### config.mk
export PLATFORM = sky130hd
export DESIGN_NAME = booth_mult_param
export DESIGN_NICKNAME = d
export VERILOG_FILES = /design/src/rtl/booth_mult_param.sv
export SDC_FILE = /design/constraint.sdc
export NUM_CORES = 1
export LEC_CHECK = 0
export CAP_MARGIN = 20
export CORE_MARGIN = 2
export CORE_UTILIZATION = 60
export CTS_CLUSTER_DIAMETER = 50
export DETAILED_ROUTE_END_ITERATION = 10
export PLACE_DENSITY = 0.93
export SYNTH_ARGS = -nofsm -noshare
export SYNTH_HDL_FRONTEND = slang
export SYNTH_SLANG_ARGS = --single-unit
### constraint.sdc
create_clock -name clk -period 5.65 [get_ports clk]
set_input_delay 0.8475 -clock clk [delete_from_list [all_inputs] [get_ports clk]]
set_output_delay 0.8475 -clock clk [all_outputs]
set_load 0.01 [all_outputs]
### src/rtl/booth_mult_param.sv
// Sequential radix-2 Booth multiplier, signed or unsigned operands,
// loaded and unloaded over one WIDTH-bit bus.
module booth_mult_param #(
    parameter int WIDTH = 5
) (
    input  logic             clk,
    input  logic             rst,
    input  logic             start,
    input  logic             signed_mode,
    input  logic [WIDTH-1:0] data_in,
    output logic [WIDTH-1:0] data_out,
    output logic             out_valid,
    output logic             done,
    output logic             busy
);

    localparam int CW = $clog2(WIDTH + 2);

    typedef enum logic [2:0] {
        IDLE,
        LOAD_A,
        LOAD_B,
        CALC,
        OUT_HI,
        OUT_LO
    } state_t;

    state_t state;
    state_t state_nx;

    logic               mode;
    logic [WIDTH:0]     m_reg;
    logic [WIDTH:0]     q_reg;
    logic [WIDTH+1:0]   a_reg;
    logic               q_m1;
    logic [CW-1:0]      cnt;

    logic [WIDTH:0]     ext_in;
    logic [WIDTH+1:0]   m_ext;
    logic [WIDTH+1:0]   a_sum;
    logic [2*WIDTH-1:0] prod;

    // Unsigned operands get a zero top bit so one signed datapath serves both
    assign ext_in = {mode & data_in[WIDTH-1], data_in};
    assign m_ext  = {m_reg[WIDTH], m_reg};
    assign prod   = {a_reg[WIDTH-2:0], q_reg};

    always_comb begin
        a_sum = a_reg;
        case ({q_reg[0], q_m1})
            2'b01:   a_sum = a_reg + m_ext;
            2'b10:   a_sum = a_reg - m_ext;
            default: a_sum = a_reg;
        endcase
    end

    always_ff @(posedge clk or negedge rst) begin
        if (!rst) begin
            state <= IDLE;
        end else begin
            state <= state_nx;
        end
    end

    always_comb begin
        state_nx = state;
        case (state)
            IDLE:    if (start) state_nx = LOAD_A;
            LOAD_A:  state_nx = LOAD_B;
            LOAD_B:  state_nx = CALC;
            CALC:    if (cnt == CW'(1)) state_nx = OUT_HI;
            OUT_HI:  state_nx = OUT_LO;
            OUT_LO:  state_nx = IDLE;
            default: state_nx = IDLE;
        endcase
    end

    always_ff @(posedge clk or negedge rst) begin
        if (!rst) begin
            mode  <= 1'b0;
            m_reg <= '0;
            q_reg <= '0;
            a_reg <= '0;
            q_m1  <= 1'b0;
            cnt   <= '0;
        end else begin
            case (state)
                IDLE: begin
                    if (start) mode <= signed_mode;
                end
                LOAD_A: begin
                    m_reg <= ext_in;
                end
                LOAD_B: begin
                    q_reg <= ext_in;
                    a_reg <= '0;
                    q_m1  <= 1'b0;
                    cnt   <= CW'(WIDTH + 1);
                end
                CALC: begin
                    a_reg <= {a_sum[WIDTH+1], a_sum[WIDTH+1:1]};
                    q_reg <= {a_sum[0], q_reg[WIDTH:1]};
                    q_m1  <= q_reg[0];
                    cnt   <= cnt - CW'(1);
                end
                default: begin
                end
            endcase
        end
    end

    always_comb begin
        data_out  = '0;
        out_valid = 1'b0;
        done      = 1'b0;
        busy      = (state != IDLE);
        case (state)
            OUT_HI: begin
                data_out  = prod[2*WIDTH-1:WIDTH];
                out_valid = 1'b1;
            end
            OUT_LO: begin
                data_out  = prod[WIDTH-1:0];
                out_valid = 1'b1;
                done      = 1'b1;
            end
            default: begin
            end
        endcase
    end

endmodule

Yosys cells after proc, flatten, opt, wreduce, memory -nomap -nowiden
Index checks and enable logic that the tools add are counted.
Word-level totals
  flip-flop bits (word level): 27
  word-level logic and storage cells: 38
Cells by class
  equal/unequal tests: 10
  reductions and logical operators: 6
  mux-type cells: 11
  add/subtract/negate cells: 3
  bitwise operators: 1
Operators with widths (number)
  $pmux 7 s2: 2
  $pmux 3 s5: 1
  $pmux 6 s2: 1
  $pmux 5 s2: 1
  $add 7x7->7: 1
  $sub 7x7->7: 1
  $eq 3x1->1 const B: 2
  $eq 3x2->1 const B: 2
  $eq 3x3->1 const B: 2
  $mux 3: 2
  $pmux 3 s2: 1
  $ne 2x2->1 const B: 2
  $reduce_and 2->1: 2
  $logic_not 3->1: 1
  $reduce_bool 3->1: 1
  $sub 3x1->3 const B: 1
  $eq 2x1->1 const B: 1
  $eq 2x2->1 const B: 1
  $mux 1: 2
  $pmux 1 s2: 1
  $reduce_bool 2->1: 1
  $reduce_or 2->1: 1
  $and 1x1->1: 1

Longest topological paths before layout
Gate-level depths: netlist of run 1.
  depth after elaboration: 3
  depth in mapped cells: 11

Worst setup path after synthesis of run 1
No wires, ideal clock.
  kind: reg-to-reg
  start point: register q_m1
  end point: register a_reg[5]
  data required time: 5.581 ns
  path slack: 3.212 ns
  buffers on the path: 0
  period minus slack after synthesis: 2.438 ns
  cell stages (with the launch flop): 11
  setup time: 0.069 ns
  arrival: 2.370 ns
  cells stage by stage: dfrtp_1 inv_1 ha_1 mux2_2 fa_1 nand2b_1 a21o_1 a21oi_2 xnor2_1 or3_1 nand3_1
Between the ends
  word-level cells in the longest chain between the ends: 3
  elaborated cells on any way between the ends: 4
  classes of those cells: 2 x eq/ne; 2 x mux
RTL lines
  start: declaration: RTL line 35  | logic q_m1;
  start signal: assignment: RTL line 103  | q_m1 <= q_reg[0];
  $eq 2x2->1 / $eq 2x1->1 (equally long branches): RTL line 50  | case ({q_reg[0], q_m1})
  $pmux 7 s2 (*): RTL line 50
  $pmux 7 s2 (*): RTL line 87  | case (state)
  end signal: assignment: RTL line 101  | a_reg <= {a_sum[WIDTH+1], a_sum[WIDTH+1:1]};
  end: declaration: RTL line 34  | logic [WIDTH+1:0] a_reg;
Mark *: on every way between the ends. The rest lies on a longest branch, timed or not.
A chain may end at the register's enable or synchronous reset.

Final worst setup path of run 1
  start point: register state[0]
  end point: output done
Between the ends
  word-level cells in the longest chain between the ends: 2
RTL lines
  start: declaration: RTL line 28  | state_t state;
  start signal: assignment: RTL line 61  | state <= state_nx;
  $eq 3x3->1: RTL line 117  | case (state)
  $mux 1: RTL line 117
  end: declaration: RTL line 13  | output logic done,
Every way passes these cells.

==> results of run 1 <==
[synthesized netlist by cell type]
master / number / area share, %
a211oi_1: 2 / 0.93
fa_1: 1 / 1.2
nand3_1: 4 / 1.2
nor2_1: 18 / 4.2
inv_1: 12 / 2.8
mux2_2: 5 / 3.5
nor2b_1: 5 / 1.9
nor3_1: 2 / 0.62
a21o_1: 1 / 0.46
nor3_2: 2 / 1.2
a21oi_2: 2 / 1.1
or3_1: 5 / 1.9
and3_1: 1 / 0.39
buf_2: 4 / 1.2
clkbuf_1: 4 / 0.93
dfrtp_1: 26 / 40
xnor2_1: 6 / 3.2
mux2i_1: 10 / 6.2
nand2_1: 21 / 4.9
o211ai_1: 1 / 0.46
a22o_1: 1 / 0.54
o22ai_1: 2 / 0.77
ha_1: 10 / 7.7
a21oi_1: 9 / 2.8
a22oi_1: 1 / 0.46
and2_1: 1 / 0.39
nand2b_1: 3 / 1.2
a31oi_1: 3 / 1.2
nand3b_1: 1 / 0.46
o21ai_0: 18 / 5.6
o21ai_1: 1 / 0.31
[cell usage in the layout (no fill, tap or decap), drive strengths merged]
master,instances
dfrtp,26
nor2b,5
mux2,5
o21ai,19
nand3,4
nor3,4
and3,1
a22o,1
clkdlybuf4s50,16
or3,5
buf,1
a211oi,2
xnor2,6
a21oi,11
nand2,21
o22ai,2
nand2b,3
a21o,1
nor2,18
mux2i,10
nand3b,1
and2,1
a22oi,1
a31oi,3
clkbuf,4
o211ai,1
inv,12
fa,1
ha,10
[report_power, final]
part	switching, mW	leakage, nW	internal [mW]
clock network	0.0555	0.0210	0.0395
logic	0.424	0.502	0.361
registers	0.106	0.316	0.279
[worst reg2reg max path, stage by stage (launching register included)]
cell and delay [ns]:
dfrtp_1 0.40, inv_1 0.06, ha_1 0.29, mux2_2 0.41, fa_1 0.43, nand2b_1 0.16
a21o_1 0.17, a21oi_2 0.13, xnor2_1 0.10, or3_1 0.34, nand3_1 0.09
[metal layers]
metal / part of all wire (%) / wire length (um) / vias to the layer above / track usage, %
li1: - / - / 649 / -
met1: 42 / 1450 / 667 / 30.8
met2: 52 / 1790 / 29 / 40.3
met3: 4.0 / 140 / 9 / 2.56
met4: 2.5 / 87 / 0 / 7.48
met5: 0 / 0 / - / 0
[logic make-up (layout without fill, tap and decap cells)]
group,count (synthesis),in the layout,synth area share (%)
and+or+nand+nor,63,63,18.4
DFF,26,26,40.2
buffers and inverters,20,33,4.95
muxes,15,15,9.67
xor gates and xnor gates,6,6,3.25
AOI/OAI and AO/OA,41,41,14.5
adders and majority gates,11,11,8.97
[how the worst min path moves through the flow]
stage                     startpoint  endpoint  slack, ns  cells after the start
after global placement          q_m1      q_m1       0.49                      2
after detailed placement        q_m1      q_m1       0.48                      2
after CTS                       q_m1      q_m1       0.51                      2
after global routing        q_reg[0]  q_reg[0]       0.57                      2
after floorplan                 q_m1      q_m1       0.45                      2
final                           q_m1      q_m1       0.51                      2
[area by class of cell]
type,count,area [um2]
clock buffers,4,36.3
fillers,191,678
inverters,12,45.0
multi-input cells,136,887
flip-flops and latches,26,651
well taps,30,37.5
repair buffers,17,188
==> flow_summary_export.csv, run 1 <==
group,metric,value,unit
sta,finalHoldViolations,0,
clocking,cts_resized,0,
route,drc,0,
sta,hold_slack,0.510,ns
sta,rsz0062_at_grt,"no",
job,maxCapViolCount,0,
floorplan,dieArea,3130,um2
pwr,finalPower,1.27,mW
grt,gr-usage-all-layers,23.4,%
route,vias,1354,
sta,drv_slew,0,
placed_design,place_inst,220,
critical_path,crit_end,"done",
placed_design,dpl.hpwl,2670,um
sta,period_needed,3.05,ns
grt,grt_max_degree,27,
yosys,synth_nets,202,
route,drtIter0Drc,41,
clocking,clock_latency,0.32,ns
route,routed_via_density,6.02,
critical_path,reg2reg_to,"a_reg[5]",
floorplan,die_h,55.9,um
grt,grt_pass1_wl,5900,um
clocking,cts_buffer_depth,2,
sta,tns,0,ns
yosys,ys_seq_area_share,40.2,%
yosys,syn_inst,182,
critical_path,critPathArrivalTime,2.20,ns
clocking,path_clk_slew,0.14,ns
sta,max_slew.worst_pin.slew,0.797,ns
cells_and_area,final_area,1840,um2
grt,grt_pass1_vias,1294,
sta,fmax,328,MHz
route,final_antenna_net_count,0,
critical_path,rr_startpoint,"q_m1",
pwr,total_leakage_power,0.839,nW
floorplan,coreArea,2520,um2
sta,finClkSkew,0.00443,ns
critical_path,slowest_delay,0.89,ns
worst_hold_path,hp-class,"reg -> reg",
critical_path,crit_fanout,21,
critical_path,crit_family,"flip-flops",
pwr,power.density,686,nW/um2
cells_and_area,fin_cells,225,
floorplan,start_util,64.1,%
run_status,outcome,"completed",
yosys,ys_types,31,
critical_path,crit_cells,3,
placed_design,portBuffers,16,
cells_and_area,synthToLayoutAreaGrowth,14.0,%
floorplan,fp-row-count,18,
clocking,cts_tree,"done",
critical_path,reg2reg_slack,3.01,ns
cells_and_area,antenna_cells,0,
yosys,synth_area_per_cell,8.89,um2
cells_and_area,final_util,73.1,%
critical_path,worst_ep_required_time,4.80,ns
sta,setup_violations,0,
clocking,cts-root-buf,"clkbuf_4",
cells_and_area,drive_above_1_share,7.18,%
pwr,peakVddDrop,0.000529,V
critical_path,start_kind,"flip-flop",
critical_path,startpoint,"state[0]",
placed_design,postPlaceCellArea,1780,um2
critical_path,end_kind,"output pin",
clocking,clkSinkCount,26,
yosys,yosysWarnings,0,
critical_path,criticalPathCategory,"reg -> out",
floorplan,die_w,55.9,um
clocking,cts_hold_buf,0,
sta,maxSlewHeadroom,46.9,%
grt,antenna_found_initial,0,
route,dr.pass1.iters,4,
yosys,ys_seq_elements,26,
route,wirelength,3470,um
yosys,netlist_area,1620,um2
clocking,postCtsSetupBuffers,0,
sta,setup_ws,2.60,ns
grt,gr-total-overflow,0,
critical_path,r2r_cells,10,
critical_path,cp.buffers_inverters,2,
critical_path,cp_cell_sequence,"inv_1 -> nor2_1 -> clkdlybuf4s50_1",
floorplan,ios,17,
route,wl_per_cell,15.4,um
clocking,cts_made_buffers,3,
placed_design,routabilityCongestion,0.860,
sta,period_share,53.9,%
placed_design,dpl_worst_slack,3.03,ns
cells_and_area,final_nets,216,
clocking,h-tree-depth,1,
critical_path,cp_slowest_cell,"dfrtp_1",
Note: power is estimated with default switching activity, not from simulation.
==> run 2, diff against run 1 <==
Settings changed: CORE_UTILIZATION 60 to 56, PLACE_DENSITY 0.93 to 0.88.
Clock period 5.65 ns to 3 ns, I/O delays scaled along.
==> flow_summary_export.csv, run 2 (same netlist as run 1, synthesis figures left out) <==
group,metric,value,unit
run_status,outcome,"completed",
clocking,cts_buffer_depth,2,
pwr,p_int,1.35,mW
floorplan,start_util,58.7,%
grt,antenna_found_initial,0,
pwr,power.density,1320,nW/um2
critical_path,end_kind,"flip-flop",
sta,fmax,381,MHz
pwr,comb_power_share,60.8,%
pwr,seqPwrFrac,29.2,%
floorplan,die_w,57.8,um
clocking,h-tree-depth,1,
job,maxCapViolCount,0,
grt,met3_usage,4.46,%
route,routed_via_density,5.86,
placed_design,dpl_worst_slack,0.418,ns
clocking,clock_latency,0.33,ns
clocking,cts_tree,"done",
critical_path,criticalPathCategory,"reg -> reg",
sta,tns,0,ns
cells_and_area,final_nets,218,
cells_and_area,final_common_cell,"dfrtp_1",
clocking,cts_resized,0,
route,drtIter0Drc,41,
sta,period_needed,2.63,ns
critical_path,reg2reg_slack,0.37,ns
pwr,finalPower,2.46,mW
sta,maxSlewHeadroom,59.4,%
floorplan,dieArea,3340,um2
clocking,cts-root-buf,"clkbuf_4",
route,wirelength,3420,um
route,dr.pass1.iters,4,
placed_design,portBuffers,16,
pwr,clkPwrFrac,9.9,%
floorplan,fp-row-count,19,
clocking,cts_hold_buf,0,
critical_path,start_kind,"flip-flop",
pwr,p_sw_share,44.9,%
sta,drv_slew,0,
cells_and_area,drive_above_1_share,8.12,%
pwr,peakVddDrop,0.00100,V
cells_and_area,layout_common_cells,"dfrtp_1 (26), nand2_1 (21), nor2_1 (18), o21ai_0 (18), clkdlybuf4s50_1 (16)",
sta,setup_violations,0,
sta,finalHoldViolations,0,
route,wl_per_cell,15.0,um
critical_path,crit_fanout,7,
sta,rsz0062_at_grt,"no",
grt,use_met1,29.6,%
placed_design,routabilityCongestion,0.858,
critical_path,critPathArrivalTime,2.90,ns
sta,finClkSkew,0.00474,ns
grt,grt_max_degree,27,
route,vias,1336,
worst_hold_path,hp-class,"in -> async",
clocking,clkSinkCount,26,
grt,use_met2,39.0,%
floorplan,coreArea,2760,um2
sta,max_slew.worst_pin.slew,0.608,ns
grt,gr-usage-all-layers,22.5,%
cells_and_area,synthToLayoutAreaGrowth,14.8,%
route,final_antenna_net_count,0,
pwr,switchingPower,1.10,mW
grt,grt_busiest_layer,"met2",
clocking,path_clk_slew,0.14,ns
floorplan,die_h,57.8,um
clocking,postCtsSetupBuffers,0,
grt,gr-total-overflow,0,
critical_path,worst_ep_required_time,3.27,ns
route,drc,0,
grt,grt_pass1_wl,5820,um
sta,setup_ws,0.372,ns
sta,period_share,87.6,%
floorplan,ios,17,
clocking,cts_made_buffers,3,
cells_and_area,final_util,67.3,%
cells_and_area,antenna_cells,0,
pwr,total_leakage_power,0.848,nW
cells_and_area,fillers,223,
grt,grt_pass1_vias,1297,
placed_design,dpl.hpwl,2680,um
-- run 2: cell types whose count changed in the layout (fill, tap and decap cells not counted), sizes merged --
cell	previous run	this run
buf	1	3
clkbuf	4	3
bufinv	0	1
-- run 2: final timing paths --
kind / endpoint / cells past startpoint / from
setup / recovery: a_reg[5] / 10 / q_m1
max in group asynchronous: m_reg[1] / 2 / rst
min in group clk: q_m1 / 2 / q_m1
hold / removal: cnt[2] / 2 / rst
hold reg to reg: q_m1 / 2 / q_m1
setup reg to reg: a_reg[5] / 10 / q_m1
-- run 2: area by class of cell --
type / instances / area [um2] / area share [%]
Inverter: 12 / 45.0 / 2.43
Clock inverter: 1 / 30.0 / 1.62
Sequential cell: 26 / 651 / 35.0
Timing Repair Buffer: 19 / 183 / 9.84
Clock buffer: 3 / 22.5 / 1.21
Tap cell: 31 / 38.8 / 2.09
Multi-Input combinational cell: 136 / 887 / 47.8
-- run 2: power groups by stage --
stage	sequential (mW)	combinational [mW]	clock (mW)
after floorplan	0.637	1.23	0
after global placement	0.706	1.40	0
after detailed placement	0.723	1.48	0
after CTS	0.713	1.49	0.247
after global routing	0.739	1.68	0.258
final	0.718	1.49	0.244
-- run 2: critical path: stages (launching register included) --
cell and delay [ns]:
dfrtp_1 0.41, inv_1 0.06, ha_1 0.29, mux2_2 0.40
fa_1 0.42, nand2b_1 0.16, a21o_1 0.17, a21oi_2 0.13
xnor2_1 0.09, or3_1 0.35, nand3_1 0.09
-- run 2: metal layers --
metal | wire length, um | vias to the layer above
li1 | - | 657
met1 | 1560 | 649
met2 | 1710 | 25
met3 | 118 | 5
met4 | 27 | 0
met5 | 0 | -
-- run 2: stage by stage --
| stage | area, um2 | hold slack (ns) | instances |
|---|---|---|---|
| finish | 1860 | 0.461 | 228 |
| global route | 1860 | 0.477 | 228 |
| CTS | 1860 | 0.466 | 228 |
| detailed placement | 1800 | 0.483 | 224 |
| global placement | 1800 | 0.471 | 224 |
| floorplan | 1620 | 0.154 | 182 |
